## src/rtl/approx_sweep_pkg.sv

```systemverilog
// Shared types and arithmetic helpers for the approximate-multiplier sweep controller.
// Helpers work on 32-bit containers so that one definition serves every parameterisation.
package approx_sweep_pkg;

  typedef enum logic [1:0] {IDLE, DRIVE, CHECK, DONE} state_t;

  // Operand a is the low half of vec and b the high half; the product is truncated to out_w bits.
  function automatic logic [31:0] exact_mul(input logic [31:0] vec, input int in_w, input int out_w);
    logic [31:0] half_mask;
    logic [31:0] a;
    logic [31:0] b;
    logic [31:0] p;
    half_mask = (32'd1 << (in_w / 2)) - 32'd1;
    a = vec & half_mask;
    b = (vec >> (in_w / 2)) & half_mask;
    p = a * b;
    return (out_w >= 32) ? p : (p & ((32'd1 << out_w) - 32'd1));
  endfunction

  function automatic logic [32:0] abs_err(input logic [31:0] x, input logic [31:0] y);
    return (x >= y) ? {1'b0, x - y} : {1'b0, y - x};
  endfunction

endpackage

```

## src/rtl/approx_err_unit.sv

```systemverilog
// Combinational error evaluation for one swept vector: saturated absolute error
// against the exact truncated product, plus the threshold violation flag.
module approx_err_unit
  import approx_sweep_pkg::*;
#(
  parameter int IN_W  = 4,
  parameter int OUT_W = 4,
  parameter int ET    = 2
) (
  input  logic [IN_W-1:0]  vec,
  input  logic [OUT_W-1:0] dut_out,
  output logic [OUT_W-1:0] err,
  output logic             violate
);

  localparam logic [32:0] ERR_SAT = (33'd1 << OUT_W) - 33'd1;

  logic [31:0] exact;
  logic [32:0] diff;

  always_comb begin
    exact = exact_mul(32'(vec), IN_W, OUT_W);
    diff  = abs_err(exact, 32'(dut_out));
    err   = (diff > ERR_SAT) ? '1 : diff[OUT_W-1:0];
    violate = (32'(err) > 32'(ET));
  end

endmodule

```

## src/rtl/approx_mul_sweep_ctrl.sv

```systemverilog
// Exhaustive sweep controller: walks every input vector through the approximate multiplier
// and accumulates error statistics. Define SWEEP_EARLY_ABORT_EN to stop at the first violation.
module approx_mul_sweep_ctrl
  import approx_sweep_pkg::*;
#(
  parameter int IN_W       = 4,
  parameter int OUT_W      = 4,
  parameter int ET         = 2,
  parameter int SETTLE_CYC = 1
) (
  input  logic            clk,
  input  logic            rst_n,
  input  logic            start,
  output logic [IN_W-1:0] dut_in,
  input  logic [OUT_W-1:0] dut_out,
  output logic            busy,
  output logic            done,
  output logic [OUT_W-1:0] max_err,
  output logic [IN_W:0]   err_count,
  output logic            pass,
  output logic [IN_W-1:0] fail_vec
);

  localparam int CW = (SETTLE_CYC > 1) ? $clog2(SETTLE_CYC) : 1;
  localparam logic [CW-1:0]   SETTLE_LOAD = CW'(SETTLE_CYC - 1);
  localparam logic [IN_W-1:0] LAST_VEC    = '1;

  state_t          state;
  logic [CW-1:0]   settle_cnt;
  logic [OUT_W-1:0] err;
  logic            violate;
  logic            end_sweep;

  approx_err_unit #(.IN_W(IN_W), .OUT_W(OUT_W), .ET(ET)) u_err (
    .vec     (dut_in),
    .dut_out (dut_out),
    .err     (err),
    .violate (violate)
  );

  always_comb begin
`ifdef SWEEP_EARLY_ABORT_EN
    end_sweep = violate || (dut_in == LAST_VEC);
`else
    end_sweep = (dut_in == LAST_VEC);
`endif
  end

  always_ff @(posedge clk or negedge rst_n) begin
    if (!rst_n) begin
      state      <= IDLE;
      dut_in     <= '0;
      busy       <= 1'b0;
      done       <= 1'b0;
      max_err    <= '0;
      err_count  <= '0;
      pass       <= 1'b0;
      fail_vec   <= '0;
      settle_cnt <= '0;
    end else begin
      done <= 1'b0;
      case (state)
        IDLE: begin
          if (start) begin
            max_err    <= '0;
            err_count  <= '0;
            fail_vec   <= '0;
            pass       <= 1'b0;
            dut_in     <= '0;
            settle_cnt <= SETTLE_LOAD;
            busy       <= 1'b1;
            state      <= DRIVE;
          end
        end
        DRIVE: begin
          if (settle_cnt == '0) state <= CHECK;
          else settle_cnt <= settle_cnt - 1'b1;
        end
        CHECK: begin
          if (err > max_err) max_err <= err;
          // err_count still zero means this is the first violating vector of the sweep
          if (violate) begin
            err_count <= err_count + 1'b1;
            if (err_count == '0) fail_vec <= dut_in;
          end
          if (end_sweep) begin
            busy  <= 1'b0;
            state <= DONE;
          end else begin
            dut_in     <= dut_in + 1'b1;
            settle_cnt <= SETTLE_LOAD;
            state      <= DRIVE;
          end
        end
        DONE: begin
          done  <= 1'b1;
          pass  <= (err_count == '0);
          state <= IDLE;
        end
        default: state <= IDLE;
      endcase
    end
  end

endmodule

```

## config.mk

```make
export PLATFORM = sky130hd
export DESIGN_NAME = approx_mul_sweep_ctrl
export DESIGN_NICKNAME = d
export VERILOG_FILES = /design/src/rtl/approx_sweep_pkg.sv /design/src/rtl/approx_err_unit.sv /design/src/rtl/approx_mul_sweep_ctrl.sv
export SDC_FILE = /design/constraint.sdc
export NUM_CORES = 1
export LEC_CHECK = 0
export ABC_AREA = 1
export BUFFER_PORTS_ARGS = -buffer_cell sky130_fd_sc_hd__buf_2
export CAP_MARGIN = 10
export CORE_ASPECT_RATIO = 0.7
export CORE_MARGIN = 5
export CORE_UTILIZATION = 60
export CTS_CLUSTER_SIZE = 30
export DETAILED_ROUTE_END_ITERATION = 12
export GPL_TIMING_DRIVEN = 0
export PLACE_DENSITY = 0.84
export RECOVER_POWER = 50
export SLEW_MARGIN = 10
export SYNTH_ARGS = -nofsm -noshare
export SYNTH_HDL_FRONTEND = slang
export SYNTH_SLANG_ARGS = --single-unit
```

## constraint.sdc

```tcl
create_clock -name clk -period 9 [get_ports clk]
set_clock_uncertainty 0.05 [all_clocks]
set_input_delay 0.45 -clock clk [delete_from_list [all_inputs] [get_ports clk]]
set_output_delay 0.45 -clock clk [all_outputs]
set_load 0.02 [all_outputs]
```

==> results.yml <==
synthesis:
  ys_seq_area_share_pct: 33.5
  synthesis.area_um2: 1640
  syn_inst: 214
  synth_fp_nets: 240
  synth-seq-cells: 22
  yosysTopAreaCellShare_pct: 33.5
  synthTopCellsByArea: "dfrtp_1 33%, ha_1 13%, nand2_1 13%"
  synthDistinctLibCells: 28
  synth_top_area_cell: "dfrtp_1"
  syn_area_per_cell_um2: 7.68
  yosys_warnings: 0
sta:
  slew_headroom_pct: 21.9
  rsz0062_at_grt: "no"
  setup_violations: 0
  finalWorstSetupSlack_ns: 5.51
  post-route-min-period_ns: 3.49
  holdWs_ns: 0.344
  fin_setup_tns_ns: 0
  tightest_slew_ns: 1.17
  finalCritPeriodShare_pct: 38.7
  fmax_mhz: 287
  hold_viol: 0
  maxSlewViolCount: 0
global_routing:
  first_global_vias: 1407
  grt_max_degree: 23
  grt-ovfl-total: 0
  gr-usage-all-layers_pct: 21.3
  grt_pass1_wl_um: 6400
  antenna_found_initial: 0
pwr:
  leakagePower_nw: 1.06
  power_frac_clock_pct: 19.1
  swShare_pct: 45.7
  ir_drop_uv: 173
  p_int_w: 0.000263
  net-switching-power_w: 0.000221
  seqPwrFrac_pct: 31.9
  comb_power_share_pct: 48.9
  powerDensity_nw_per_um2: 258
layout:
  syn2layout_area_growth_pct: 14.2
  finalInstanceArea_um2: 1880
  n_antenna_cell: 0
  utilization_pct: 74.1
  drive_above_1_share_pct: 18.0
  fin_nets: 271
  fillers: 217
critical_path:
  start_kind: "flip-flop"
  path_class: "reg2reg"
  worstPathMaxFanout: 7
  crit_chain: "nand2_1 > inv_1 > ha_1 > ha_1 > ha_1 > buf_6 > a21oi_4 > nand2_4 > a21oi_2 > nand2_1 > a21oi_2 > inv_1 > ha_1 > nand2_1 > o21ai_0 > o21a_1 > nand2_1 > nand2_1 > o22ai_1"
  cp.required_ns: 9.10
  cp.arrival_ns: 3.58
  cp_num_buf_inv: 3
  critical-path-top-delay-family: "adder cells"
  worst_setup_path_end_kind: "flip-flop"
  cp_slowest_cell: "dfrtp_1"
  critPathMaxStageDelay_ns: 0.45
  cp_common_cell: "nand2_1"
clocking:
  cts.sinks: 22
  worstSkewPairLatency_ns: 0.26
  clk_pin_slew_ns: 0.08
  cts_setup_buffers: 0
  postCtsHoldBufs: 0
  h-tree-depth: 1
  cts_tree: "built"
  cts_resized: 0
  ctsRootBufferMaster: "clkbuf_8"
  cts_buffer_depth: 2
  cts_buffers: 3
die:
  ios: 27
  num_rows: 15
  dieArea_um2: 3900
  start_util_pct: 64.9
  core_area_um2: 2530
  die_w_um: 72.6
  die_y_um: 53.8
placement:
  port_buffers: 26
  place_hpwl_um: 2860
  finalWeightedCongestion: 0.856
  pre_cts_slack_ns: 5.57
  placed_cell_area_um2: 1820
route:
  first_pass_iters: 4
  drc: 0
  vias_per_cell: 5.28
  vias: 1469
  ant_nets: 0
  wirelength_um: 3620
  drt_iter0_drc: 141
  wire_per_inst_um: 13.0
flow_run:
  maxCapViolations: 0
run_status:
  status: "finished clean"
min_path:
  hold_path.class: "in2async"
area by class of cell:
cell class              instances  area (um2)  share of cell area [%]
plain buffers                   3        33.8                    1.80
clock buffers                   3        41.3                    2.20
clock inverters                 1        30.0                    1.60
inverters                      37         140                    7.47
multi-input cells             152         920                    49.0
flip-flops and latches         22         551                    29.3
well taps                      34        42.5                    2.27
repair buffers                 26         119                    6.33
registers in the layout, summed over array words and instances (netlist names):
register / cells
done: 1
state: 2
dut_in: 4
busy: 1
err_count: 5
max_err: 4
pass: 1
fail_vec: 4
per-layer routing:
metal | track usage [%] | vias up | routed length, um
li1 | - | 737 | -
met1 | 31.2 | 687 | 1730
met2 | 32.9 | 43 | 1560
met3 | 4.66 | 2 | 311
met4 | 3.37 | 0 | 13
met5 | 0 | - | 0
power groups by stage:
stage	sequential, W	combinational [W]	clock (W)
CTS	0.000155	0.000240	0.0000927
finish	0.000155	0.000237	0.0000926
global placement	0.000155	0.000228	0
global route	0.000161	0.000267	0.0000976
detailed placement	0.000156	0.000237	0
floorplan	0.000183	0.000142	0
stage by stage:
step,power [W],std cells
3_5_place_dp,0.000393,274
4_1_cts,0.000488,278
5_1_grt,0.000525,278
3_3_place_gp,0.000383,274
2_1_floorplan,0.000324,214
6_report,0.000484,278
worst paths after layout:
kind                                    startpoint                       end  slack, ns  depth (start not counted)
setup / recovery             dut_in[1]$_DFFE_PN0P_    max_err[2]$_DFFE_PN0P_       5.51                         19
hold / removal                               rst_n    max_err[2]$_DFFE_PN0P_       0.34                          1
setup reg to reg             dut_in[1]$_DFFE_PN0P_    max_err[2]$_DFFE_PN0P_       5.51                         19
hold reg to reg            fail_vec[3]$_DFFE_PN0P_   fail_vec[3]$_DFFE_PN0P_       0.43                          2
max in group asynchronous                    rst_n  err_count[1]$_DFFE_PN0P_       7.86                          1
min in group clk           fail_vec[3]$_DFFE_PN0P_   fail_vec[3]$_DFFE_PN0P_       0.43                          2
Yosys cell counts:
cell / n
nor3_1: 2
ha_1: 17
xor2_1: 3
inv_2: 3
xnor2_1: 1
a21oi_4: 1
nor3b_1: 1
dfrtp_1: 22
fa_1: 2
nor2_1: 15
nand2_4: 3
nand3_1: 23
o21ai_2: 1
nor2_4: 1
o21ai_1: 1
o21ai_0: 8
o21a_1: 1
a21oi_1: 5
buf_6: 3
nand2_2: 5
clkinv_2: 1
nor2_2: 1
nand3b_1: 1
o22ai_1: 1
inv_1: 33
nand2_1: 55
nand3_2: 2
a21oi_2: 2
cells in the final DEF (no fill, tap or decap):
| master | instances |
|---|---|
| nand3b_1 | 1 |
| nor3b_1 | 1 |
| o21ai_0 | 8 |
| fa_1 | 2 |
| nor2_2 | 1 |
| clkbuf_1 | 9 |
| clkbuf_8 | 3 |
| buf_6 | 3 |
| o21a_1 | 1 |
| a21oi_4 | 1 |
| ha_1 | 17 |
| nor3_1 | 2 |
| nand3_2 | 2 |
| inv_1 | 33 |
| nor2_1 | 15 |
| dfrtp_1 | 22 |
| bufinv_16 | 1 |
| nand2_4 | 3 |
| a21oi_2 | 2 |
| nor2_4 | 1 |
| buf_2 | 17 |
| clkinv_2 | 1 |
| nand2_1 | 55 |
| o21ai_1 | 1 |
| a21oi_1 | 5 |
| o21ai_2 | 1 |
| xnor2_1 | 1 |
| o22ai_1 | 1 |
| nand3_1 | 23 |
| nand2_2 | 5 |
| xor2_1 | 3 |
| inv_2 | 3 |
cell families (layout without fill, tap and decap cells):
kind of cell / Yosys count / count (layout) / synth area share, %
AND/OR/NAND/NOR: 109 / 109 / 30.7
XOR/XNOR: 4 / 4 / 2.13
adder cells (fa/ha/maj): 19 / 19 / 15.4
flip-flops: 22 / 22 / 33.5
buffers and inverters: 40 / 70 / 10.6
AO/OA/AOI/OAI: 20 / 20 / 7.69
Note: power is estimated with default switching activity, not from simulation.
